### config.mk
export PLATFORM = sky130hd
export DESIGN_NAME = div_unit
export DESIGN_NICKNAME = d
export VERILOG_FILES = /design/src/rtl/riscv_pkg.sv /design/src/rtl/div_datapath.sv /design/src/rtl/div_unit.sv
export SDC_FILE = /design/constraint.sdc
export NUM_CORES = 1
export LEC_CHECK = 0
export ABC_CLOCK_PERIOD_IN_PS = 7200
export CAP_MARGIN = 20
export CORE_MARGIN = 2
export CORE_UTILIZATION = 63
export CTS_BUF_LIST = sky130_fd_sc_hd__clkbuf_4 sky130_fd_sc_hd__clkbuf_8 sky130_fd_sc_hd__clkbuf_16
export DETAILED_ROUTE_END_ITERATION = 7
export PLACE_DENSITY = 0.87
export REMOVE_ABC_BUFFERS = 1
export SLEW_MARGIN = 20
export SYNTH_ARGS = -nofsm -noshare
export SYNTH_HDL_FRONTEND = slang
export SYNTH_HIERARCHICAL = 1
export SYNTH_SLANG_ARGS = --single-unit
### constraint.sdc
create_clock -name clk -period 7.2 [get_ports clk]
set_input_delay 2.16 -clock clk [delete_from_list [all_inputs] [get_ports clk]]
set_output_delay 2.16 -clock clk [all_outputs]
set_load 0.03 [all_outputs]
### src/rtl/riscv_pkg.sv
// riscv_pkg: shared divider op codes, FSM states and latency constant
package riscv_pkg;
  typedef enum logic [1:0] {DIV = 2'b00, DIVU = 2'b01, REM = 2'b10, REMU = 2'b11} div_op_e;
  typedef enum logic [1:0] {IDLE, CALC, FIX, DONE} div_state_e;
  localparam int DIV_LATENCY = 34;
endpackage

### src/rtl/div_datapath.sv
// div_datapath: restoring radix-2 remainder/quotient shift registers
module div_datapath #(
  parameter int WIDTH = 32
) (
  input  logic             clk,
  input  logic             reset,
  input  logic             i_load,
  input  logic             i_step,
  input  logic [WIDTH-1:0] i_dividend,
  input  logic [WIDTH-1:0] i_divisor,
  output logic [WIDTH-1:0] o_quo,
  output logic [WIDTH-1:0] o_rem
);
  logic [WIDTH-1:0] r_quo, r_rem, r_div;
  logic [WIDTH:0]   w_part, w_diff;
  logic             w_ge;
  // one extra bit keeps the compare exact for divisors with the MSB set
  always_comb begin
    w_part = {r_rem, r_quo[WIDTH-1]};
    w_diff = w_part - {1'b0, r_div};
    w_ge   = w_part >= {1'b0, r_div};
  end
  // dividend shifts out of the quotient register as quotient bits shift in
  always_ff @(posedge clk) begin
    if (reset) begin
      r_quo <= '0;
      r_rem <= '0;
      r_div <= '0;
    end else if (i_load) begin
      r_quo <= i_dividend;
      r_rem <= '0;
      r_div <= i_divisor;
    end else if (i_step) begin
      r_rem <= w_ge ? w_diff[WIDTH-1:0] : w_part[WIDTH-1:0];
      r_quo <= {r_quo[WIDTH-2:0], w_ge};
    end
  end
  assign o_quo = r_quo;
  assign o_rem = r_rem;
endmodule

### src/rtl/div_unit.sv
// div_unit: iterative RV32M DIV/DIVU/REM/REMU with start/busy/done handshake; DIV_EARLY_OUT_EN enables single-cycle special cases
module div_unit
  import riscv_pkg::*;
#(
  parameter int WIDTH = 32
) (
  input  logic             clk,
  input  logic             reset,
  input  logic             start,
  input  logic             flush,
  input  logic [1:0]       op,
  input  logic [WIDTH-1:0] src_a,
  input  logic [WIDTH-1:0] src_b,
  output logic             busy,
  output logic             done,
  output logic [WIDTH-1:0] result
);
  localparam int CW = $clog2(WIDTH) + 1;
  div_state_e       r_state, w_next;
  div_op_e          r_op;
  logic [CW-1:0]    r_cnt;
  logic             r_qneg, r_rneg, r_bzero;
  logic [WIDTH-1:0] r_result;
  logic             w_accept, w_signed, w_bzero, w_early;
  logic [WIDTH-1:0] w_a_abs, w_b_abs, w_quo, w_rem, w_q, w_r, w_fix, w_early_res;
`ifdef DIV_EARLY_OUT_EN
  logic w_ovf;
  assign w_ovf       = w_signed & (src_a == {1'b1, {(WIDTH-1){1'b0}}}) & (&src_b);
  assign w_early     = w_accept & (w_bzero | w_ovf);
  assign w_early_res = w_bzero ? (op[1] ? src_a : '1) : (op[1] ? '0 : src_a);
`else
  assign w_early     = 1'b0;
  assign w_early_res = '0;
`endif
  // operand preparation on the start edge and sign fix-up after the iterations
  always_comb begin
    w_accept = start & ~flush & (r_state == IDLE | r_state == DONE);
    w_signed = ~op[0];
    w_bzero  = src_b == '0;
    w_a_abs  = (w_signed & src_a[WIDTH-1]) ? -src_a : src_a;
    w_b_abs  = (w_signed & src_b[WIDTH-1]) ? -src_b : src_b;
    w_q      = r_bzero ? '1 : (r_qneg ? -w_quo : w_quo);
    w_r      = r_rneg ? -w_rem : w_rem;
    w_fix    = (r_op == REM | r_op == REMU) ? w_r : w_q;
  end
  // next state: flush dominates, CALC runs WIDTH steps, FIX then DONE
  always_comb begin
    w_next = flush ? IDLE :
             (r_state == CALC) ? ((r_cnt == CW'(WIDTH - 1)) ? FIX : CALC) :
             (r_state == FIX) ? DONE :
             w_accept ? (w_early ? DONE : CALC) : IDLE;
  end
  // state register
  always_ff @(posedge clk) begin
    if (reset) r_state <= IDLE;
    else r_state <= w_next;
  end
  // captured op/signs, iteration counter and result register
  always_ff @(posedge clk) begin
    if (reset) begin
      r_op     <= DIV;
      r_qneg   <= 1'b0;
      r_rneg   <= 1'b0;
      r_bzero  <= 1'b0;
      r_cnt    <= '0;
      r_result <= '0;
    end else begin
      if (w_accept) begin
        r_op    <= div_op_e'(op);
        r_qneg  <= w_signed & (src_a[WIDTH-1] ^ src_b[WIDTH-1]);
        r_rneg  <= w_signed & src_a[WIDTH-1];
        r_bzero <= w_bzero;
      end
      r_cnt <= w_accept ? '0 : (r_state == CALC ? r_cnt + 1'b1 : r_cnt);
      if (r_state == FIX & ~flush) r_result <= w_fix;
      else if (w_early) r_result <= w_early_res;
    end
  end
  div_datapath #(.WIDTH(WIDTH)) u_dp (
    .clk       (clk),
    .reset     (reset),
    .i_load    (w_accept),
    .i_step    (r_state == CALC),
    .i_dividend(w_a_abs),
    .i_divisor (w_b_abs),
    .o_quo     (w_quo),
    .o_rem     (w_rem)
  );
  assign busy   = r_state == CALC | r_state == FIX;
  assign done   = r_state == DONE;
  assign result = r_result;
endmodule

==> results of run 1 <==
sequential cells by signal, summed over array words and instances, names as in the netlist:
register	count
r_bzero	1
r_cnt	6
r_op	1
r_qneg	1
r_rneg	1
r_state	2
result	32
u_dp/o_quo	32
u_dp/o_rem	32
u_dp/r_div	32
power by group:
part / switching (W) / total (W) / internal (W)
logic: 0.000524 / 0.000885 / 0.000361
registers: 0.0000513 / 0.000859 / 0.000808
clock network: 0.000331 / 0.000824 / 0.000493
worst min path at each step:
stage | to | slack, ps
after floorplan | r_cnt[5]$_SDFFE_PP0P_ | 460
after global placement | result[7]$_SDFFE_PP0P_ | 440
after detailed placement | result[4]$_SDFFE_PP0P_ | 450
after CTS | result[7]$_SDFFE_PP0P_ | 460
after global routing | result[4]$_SDFFE_PP0P_ | 490
final | result[4]$_SDFFE_PP0P_ | 450
synth_stat cells, drive strengths merged (3+ instances only):
library cell,count,area share [%]
o41ai,19,2.1
or3,20,1.3
a31oi,7,0.41
a32oi,7,0.58
xor2,69,5.7
o21ai,69,3.3
nand2b,10,0.59
o311ai,3,0.25
o31ai,34,2.5
xnor2,76,6.3
nand3,17,0.80
o221ai,4,0.33
a21oi,131,6.2
and2,3,0.18
nor2,185,6.6
buf,18,1.3
dfxtp,140,27
a221oi,13,1.1
a2111oi,5,0.65
mux2i,86,8.1
ha,40,4.7
clkbuf,61,2.2
nand2,83,3.0
a21o,21,1.5
o211ai,5,0.40
nor3,29,1.5
inv,58,2.1
or2,11,0.65
a221o,3,0.28
nand3b,5,0.36
a41oi,3,0.25
a211oi,10,0.80
nand4,13,0.77
o21bai,4,0.28
or4,17,1.3
o21a,6,0.43
nor4,14,1.1
o22ai,8,0.47
nor2b,10,0.59
per-stage QoR:
step | hold slack (ps) | power (W)
global route | 488 | 0.00269
global placement | 442 | 0.00170
finish | 454 | 0.00257
CTS | 458 | 0.00254
detailed placement | 450 | 0.00172
floorplan | 458 | 0.00150
layout make-up:
class	instances	area, µm²	area share (%)
clock inverter	7	37.5	0.309
inverter	58	219	1.80
timing repair buffer	113	1100	9.08
tap	220	275	2.27
clock buffer	25	517	4.25
sequential	140	2800	23.1
multi-input combinational	1068	7200	59.2
cell families (layout without fill, tap and decap cells):
family | count (synthesis) | count (layout)
xor+xnor | 145 | 145
mux | 88 | 88
fa+ha+maj | 41 | 41
buf+inv | 137 | 203
simple gates | 427 | 427
flops | 140 | 140
compound gates | 367 | 367
layer usage:
layer / routed length, µm / track usage [%] / part of all wire [%] / vias up
met2: 13300 / 52.4 / 47 / 510
li1: - / - / - / 4947
met3: 2050 / 4.60 / 7.2 / 81
met5: 0 / 0 / 0 / -
met4: 806 / 11.9 / 2.8 / 0
met1: 12400 / 41.7 / 43 / 4801
tightest hold or removal path: cells and delay by family (launching register included):
family	cells	cell delay, ps
compound gates	1	50
flops	1	310
simple gates	1	50
==> results by group, run 1 <==
Floorplan
  – Total Die Area: around 18,000 µm²
  – Die width: between 100 and 150 µm
  – I/O pins: around 100
  – Core area: about 16,000 µm²
  – FP Rows: between 40 and 50
  – DIE HEIGHT: ~130 µm
  – Starting Density: about 64%

Timing
  – Max Slew Vio Count: 0
  – Min Tclk post-route: between 4000 and 5000 ps
  – Final period utilization: 64.6%
  – Final worst slack: approximately 2500 ps
  – F_max: 215 MHz
  – Slew headroom: between 20 and 30%
  – Setup TNS: 0 ps
  – Worst Tran Pin Value: 1050 ps
  – Clock Skew: 9.53 ps
  – Final Hold Vio Count: 0
  – Setup violators final: 0
  – RSZ-0062 raised after global routing: no

Setup path
  – Data required time of the worst path: between 7000 and 8000 ps
  – CP Launch Type: input pin
  – R2r setup slk: around 3500 ps
  – Crit path capture: u_dp/o_quo[29]$_SDFFE_PP0P_
  – Total stage count of the critical path: 9
  – CP Cell Sequence: clkdlybuf4s50_1, nor4_1, nand4_1, or2_1, nor3_2, a31oi_1, xor2_1, a21oi_1, nor2_1
  – Critical path buffers and inverters: 1
  – Crit path largest cell delay: around 750 ps
  – Worst Setup SP: src_a[2]
  – Crit path kind: input pin to flip-flop
  – Worst-path cell with the longest stage delay: nor4_1
  – FF-to-FF End: u_dp/o_rem[10]$_SDFFE_PP0P_
  – Worst setup EP type: flip-flop
  – Worst-path maximum fanout: 6
  – Crit Reg-Reg Startpoint: u_dp/o_quo[31]$_SDFFE_PP0P_
  – Crit path max-delay family: simple AND/OR/NAND/NOR gates
  – Reg2Reg Depth: 11
  – Worst Path Arrival: 4960 ps

Routing
  – Avg Vias per Cell: around 6.3
  – First-pass DRT Iterations: 8
  – Drt drc: 0
  – Drt wl/cell: about 17 µm
  – Total wire length: around 29 mm
  – Antenna Violating Nets Remaining: 0
  – DRT iter0 DRCs: approximately 1,100
  – Via count: about 10,000

Place
  – Post-placement cell area: 11,600 µm²
  – Detailed placement HPWL: 20.4 mm
  – Port buffer count: approximately 100
  – Pre-CTS setup slack: approximately 2100 ps
  – RePlAce Congestion: between 0.9 and 1
  – Post-Place Cells: about 1,600

CTS
  – Latest clock arrival within the worst-skew pair: between 400 and 500 ps
  – Root Buffer: clkbuf_16
  – CTS max path bufs: 2
  – CTS Hold Bufs: 0
  – Clock sinks: 140
  – CTS resizes: 0
  – Post-CTS setup buffers: 0
  – CTS Buf Count: 17
  – Clock Pin Slew Worst Setup and Hold Paths: roughly 60 ps
  – CTS tree: done
  – H-tree depth: 4

Layout
  – Layout area overhead: 15.0%
  – Post-route cell area: 12,200 µm²
  – Final net count: about 1,500
  – Final Non-Filler Cells: between 1,500 and 2,000
  – FILL cells: about 1,300
  – Fraction of layout cells with a size suffix above 1: about 6.3%
  – Commonest non-fill, non-tap cell in the layout: nor2_1
  – Most frequent cells in the layout: 185 x nor2_1, 139 x dfxtp_1, 130 x a21oi_1
  – Util after Layout: roughly 74%
  – Diodes inserted: 0

GRT
  – Largest net degree at the start of global routing: 87
  – First-pass GRT wire length: between 40 and 50 mm
  – Grt total ovfl: 0
  – Total track usage: roughly a third
  – Vias in the first global route: 9,511
  – Initial antenna violation count: 0

Synth
  – Post-synth cell types: 83
  – Post-synthesis mux area share: about 8.4%
  – Post-synthesis compound-gate area fraction: 23.2%
  – Number of synthesized flops with an enable pin: 0
  – Largest family of logic cells by synthesized area: compound AO/OA/AOI/OAI gates
  – Synth Area in Simple Gates: 19.5%
  – Main synth FF type: dfxtp_1
  – Yosys warns: 6
  – Mapped Cells: between 1,000 and 1,500
  – Adder-Cell Fraction of Synth Area: 4.92%
  – Yosys reg bits: 140
  – Async S/R FF share, synth: 0%
  – Synthesized area: 10,600 µm²
  – Register area share after synthesis: 26.5%
  – Mean Syn Cell Area: 7.86 µm²
  – Post-Synth XOR/XNOR Area: ~12%

Power and ir drop
  – Cell Pwr Density: ~210 nW/µm²
  – Leakage: approximately 4.7 nW
  – Worst IR Drop VDD: 189 µV

Worst hold path
  – Hold_sp: result[4]$_SDFFE_PP0P_
  – Cells on Worst Hold Path: 2
  – Worst hold path class: flip-flop to flip-flop

Flow run
  – Max cap viols: 0

Outcome
  – Status: finished, final reports clean
Note: power is estimated with default switching activity, not from simulation.
==> run 2, diff against run 1 <==
- ABC_CLOCK_PERIOD_IN_PS: 7200 -> 4800
- CORE_UTILIZATION: 63 -> 59
- PLACE_DENSITY: 0.87 -> 0.82
- clock period: 7.2 -> 4.8 ns (I/O delays scaled with it)
==> run 2 against run 1 <==
Effect of this change:
- power increased by 55%
- largest cell class unchanged
- cell area increased by 0.99%
- largest power group is now the clock network
- critical endpoint is now u_dp/r_div[29]$_SDFFE_PP0P_
- die area increased by 6.6%
- critical path depth unchanged
- sequential power increased by 50%
==> results by group, run 2 (synthesis results as in run 1) <==
Setup path
  – Worst-path maximum fanout: 5 (-1)
  – Worst setup EP type: flip-flop
  – Reg2Reg Depth: 11 (unchanged)
  – Worst Path Arrival: 4170 ps (-790 ps)
  – Crit Reg-Reg Startpoint: u_dp/o_quo[31]$_SDFFE_PP0P_
  – FF-to-FF End: u_dp/o_rem[24]$_SDFFE_PP0P_
  – Data required time of the worst path: 5110 ps (-2390 ps)
  – Worst Setup SP: src_b[12]
  – Crit path kind: input pin to flip-flop
  – Worst-path cell with the longest stage delay: or4_1
  – CP Cell Sequence: clkdlybuf4s50_1, or4_1, nor4bb_1, nand3_1, nor4_2, a21oi_1, xnor2_1, mux2i_1, nor2_1
  – CP Launch Type: input pin
  – Crit path largest cell delay: 580 ps (-170 ps)
  – R2r setup slk: 990 ps (-2470 ps)

Timing
  – Setup TNS: 0 ps (unchanged)
  – Setup violators final: 0 (unchanged)
  – RSZ-0062 raised after global routing: no
  – Hold WS: 456 ps (+1.27 ps)
  – Min Tclk post-route: ~3900 ps
  – Final period utilization: 80.4%
  – Final Hold Vio Count: 0 (unchanged)
  – Worst Tran Pin Value: 883 ps (-170 ps)
  – Clock Skew: 15.5 ps (+5.95 ps)
  – Max Slew Vio Count: 0 (unchanged)
  – Slew headroom: 40.9% (+11 points)
  – F_max: 259 MHz

Floorplan
  – Total Die Area: 19,000 µm² (+6.6%)
  – I/O pins: 104 (unchanged)
  – DIE HEIGHT: 138 µm (+3.2%)
  – Starting Density: 60.7% (-3.5 points)
  – Core area: 17,400 µm² (+5.8%)
  – Die width: 138 µm (+3.2%)
  – FP Rows: 48 (+2.1%)

GRT
  – Grt total ovfl: 0 (unchanged)
  – First-pass GRT wire length: 46.8 mm (+0.41%)
  – Vias in the first global route: 9,381 (-1.4%)
  – Total track usage: 30.7% (-0.90 points)
  – Largest net degree at the start of global routing: 97 (+11%)
  – Initial antenna violation count: 0 (unchanged)

CTS
  – Root Buffer: clkbuf_16
  – CTS Buf Count: 17 (unchanged)
  – H-tree depth: 4 (unchanged)
  – Clock Pin Slew Worst Setup and Hold Paths: 60 ps (about the same)
  – Latest clock arrival within the worst-skew pair: 440 ps (about the same)
  – CTS max path bufs: 2 (unchanged)
  – CTS resizes: 0 (unchanged)
  – CTS tree: done
  – CTS Hold Bufs: 0 (unchanged)
  – Post-CTS setup buffers: 0 (unchanged)
  – Clock sinks: 140 (unchanged)

Outcome
  – Status: finished, final reports clean

Worst hold path
  – Hold_sp: result[4]$_SDFFE_PP0P_
  – Worst Hold End: result[4]$_SDFFE_PP0P_
  – Worst hold path class: flip-flop to flip-flop
  – Cells on Worst Hold Path: 2 (unchanged)

Layout
  – Layout area overhead: 16.1%
  – FILL cells: 1,447 (+12%)
  – Fraction of layout cells with a size suffix above 1: 6.63% (+0.33 points)
  – Final net count: 1,516 (+0.46%)
  – Commonest non-fill, non-tap cell in the layout: nor2_1
  – Diodes inserted: 0 (unchanged)
  – Post-route cell area: 12,300 µm² (+0.99%)
  – Most frequent cells in the layout: 185 x nor2_1, 140 x dfxtp_1, 130 x a21oi_1

Place
  – Post-placement cell area: 11,700 µm² (+0.61%)
  – RePlAce Congestion: 0.947 (+2.2%)
  – Port buffer count: 103 (unchanged)
  – Detailed placement HPWL: 21.3 mm (+4.8%)

Flow run
  – Max cap viols: 0 (unchanged)

Power and ir drop
  – Worst IR Drop VDD: 262 µV (+38%)
  – Power, Total: 0.00399 W (+55%)
  – Leakage: 4.75 nW (+1.3%)
  – Cell Pwr Density: 325 nW/µm² (+54%)

Routing
  – Via count: 10,200 (-1.1%)
  – First-pass DRT Iterations: 8 (unchanged)
  – Avg Vias per Cell: 6.23 (-1.7%)
  – Antenna Violating Nets Remaining: 0 (unchanged)
  – DRT iter0 DRCs: 956 (-16%)
  – Drt wl/cell: 17.6 µm (+0.92%)
  – Total wire length: 29.0 mm (+1.6%)
  – Drt drc: 0 (unchanged)
-- run 2: worst max-delay path, delay by kind of cell --
kind / cells / cell delay [ps]
AOI/OAI and AO/OA: 1 / 190
xor gates and xnor gates: 1 / 170
buffers and inverters: 1 / 450
muxes: 1 / 130
and+or+nand+nor: 5 / 1770
-- run 2: worst max-delay path by stage --
stage | endpoint | slack [ps]
final | u_dp/r_div[29]$_SDFFE_PP0P_ | 940
after CTS | u_dp/r_div[30]$_SDFFE_PP0P_ | 930
after detailed placement | u_dp/r_div[30]$_SDFFE_PP0P_ | 490
after floorplan | u_dp/o_rem[30]$_SDFFE_PP0P_ | -420
after global routing | u_dp/r_div[28]$_SDFFE_PP0P_ | 730
after global placement | u_dp/r_div[30]$_SDFFE_PP0P_ | 530
-- run 2: stage by stage --
step	setup WS [ps]	std cells	util (%)
floorplan	-422	1266	-
CTS	933	1642	70.5
finish	940	1642	70.5
detailed placement	494	1611	67.0
global route	726	1642	70.5
global placement	534	1611	67.0
-- run 2: per-layer routing --
metal	global-route usage, %	part of all wire, %	vias to the layer above
li1	-	-	4955
met5	0	0	-
met4	12.0	3.0	0
met2	51.1	46	359
met3	4.93	5.8	66
met1	39.8	45	4847
-- run 2: area by class of cell --
cell class / count / area [µm²] / area share, %
Multi-Input combinational cell: 1068 / 7200 / 58.6
Sequential cell: 140 / 2800 / 22.8
Timing Repair Buffer: 120 / 1170 / 9.52
Clock buffer: 23 / 489 / 3.99
Tap cell: 225 / 282 / 2.29
Inverter: 58 / 219 / 1.78
Clock inverter: 8 / 115 / 0.938
-- run 2: report_power, final --
| part | switching (W) | internal [W] |
|---|---|---|
| Clock | 0.000500 | 0.000868 |
| Combinational | 0.000788 | 0.000545 |
| Sequential | 0.0000754 | 0.00121 |
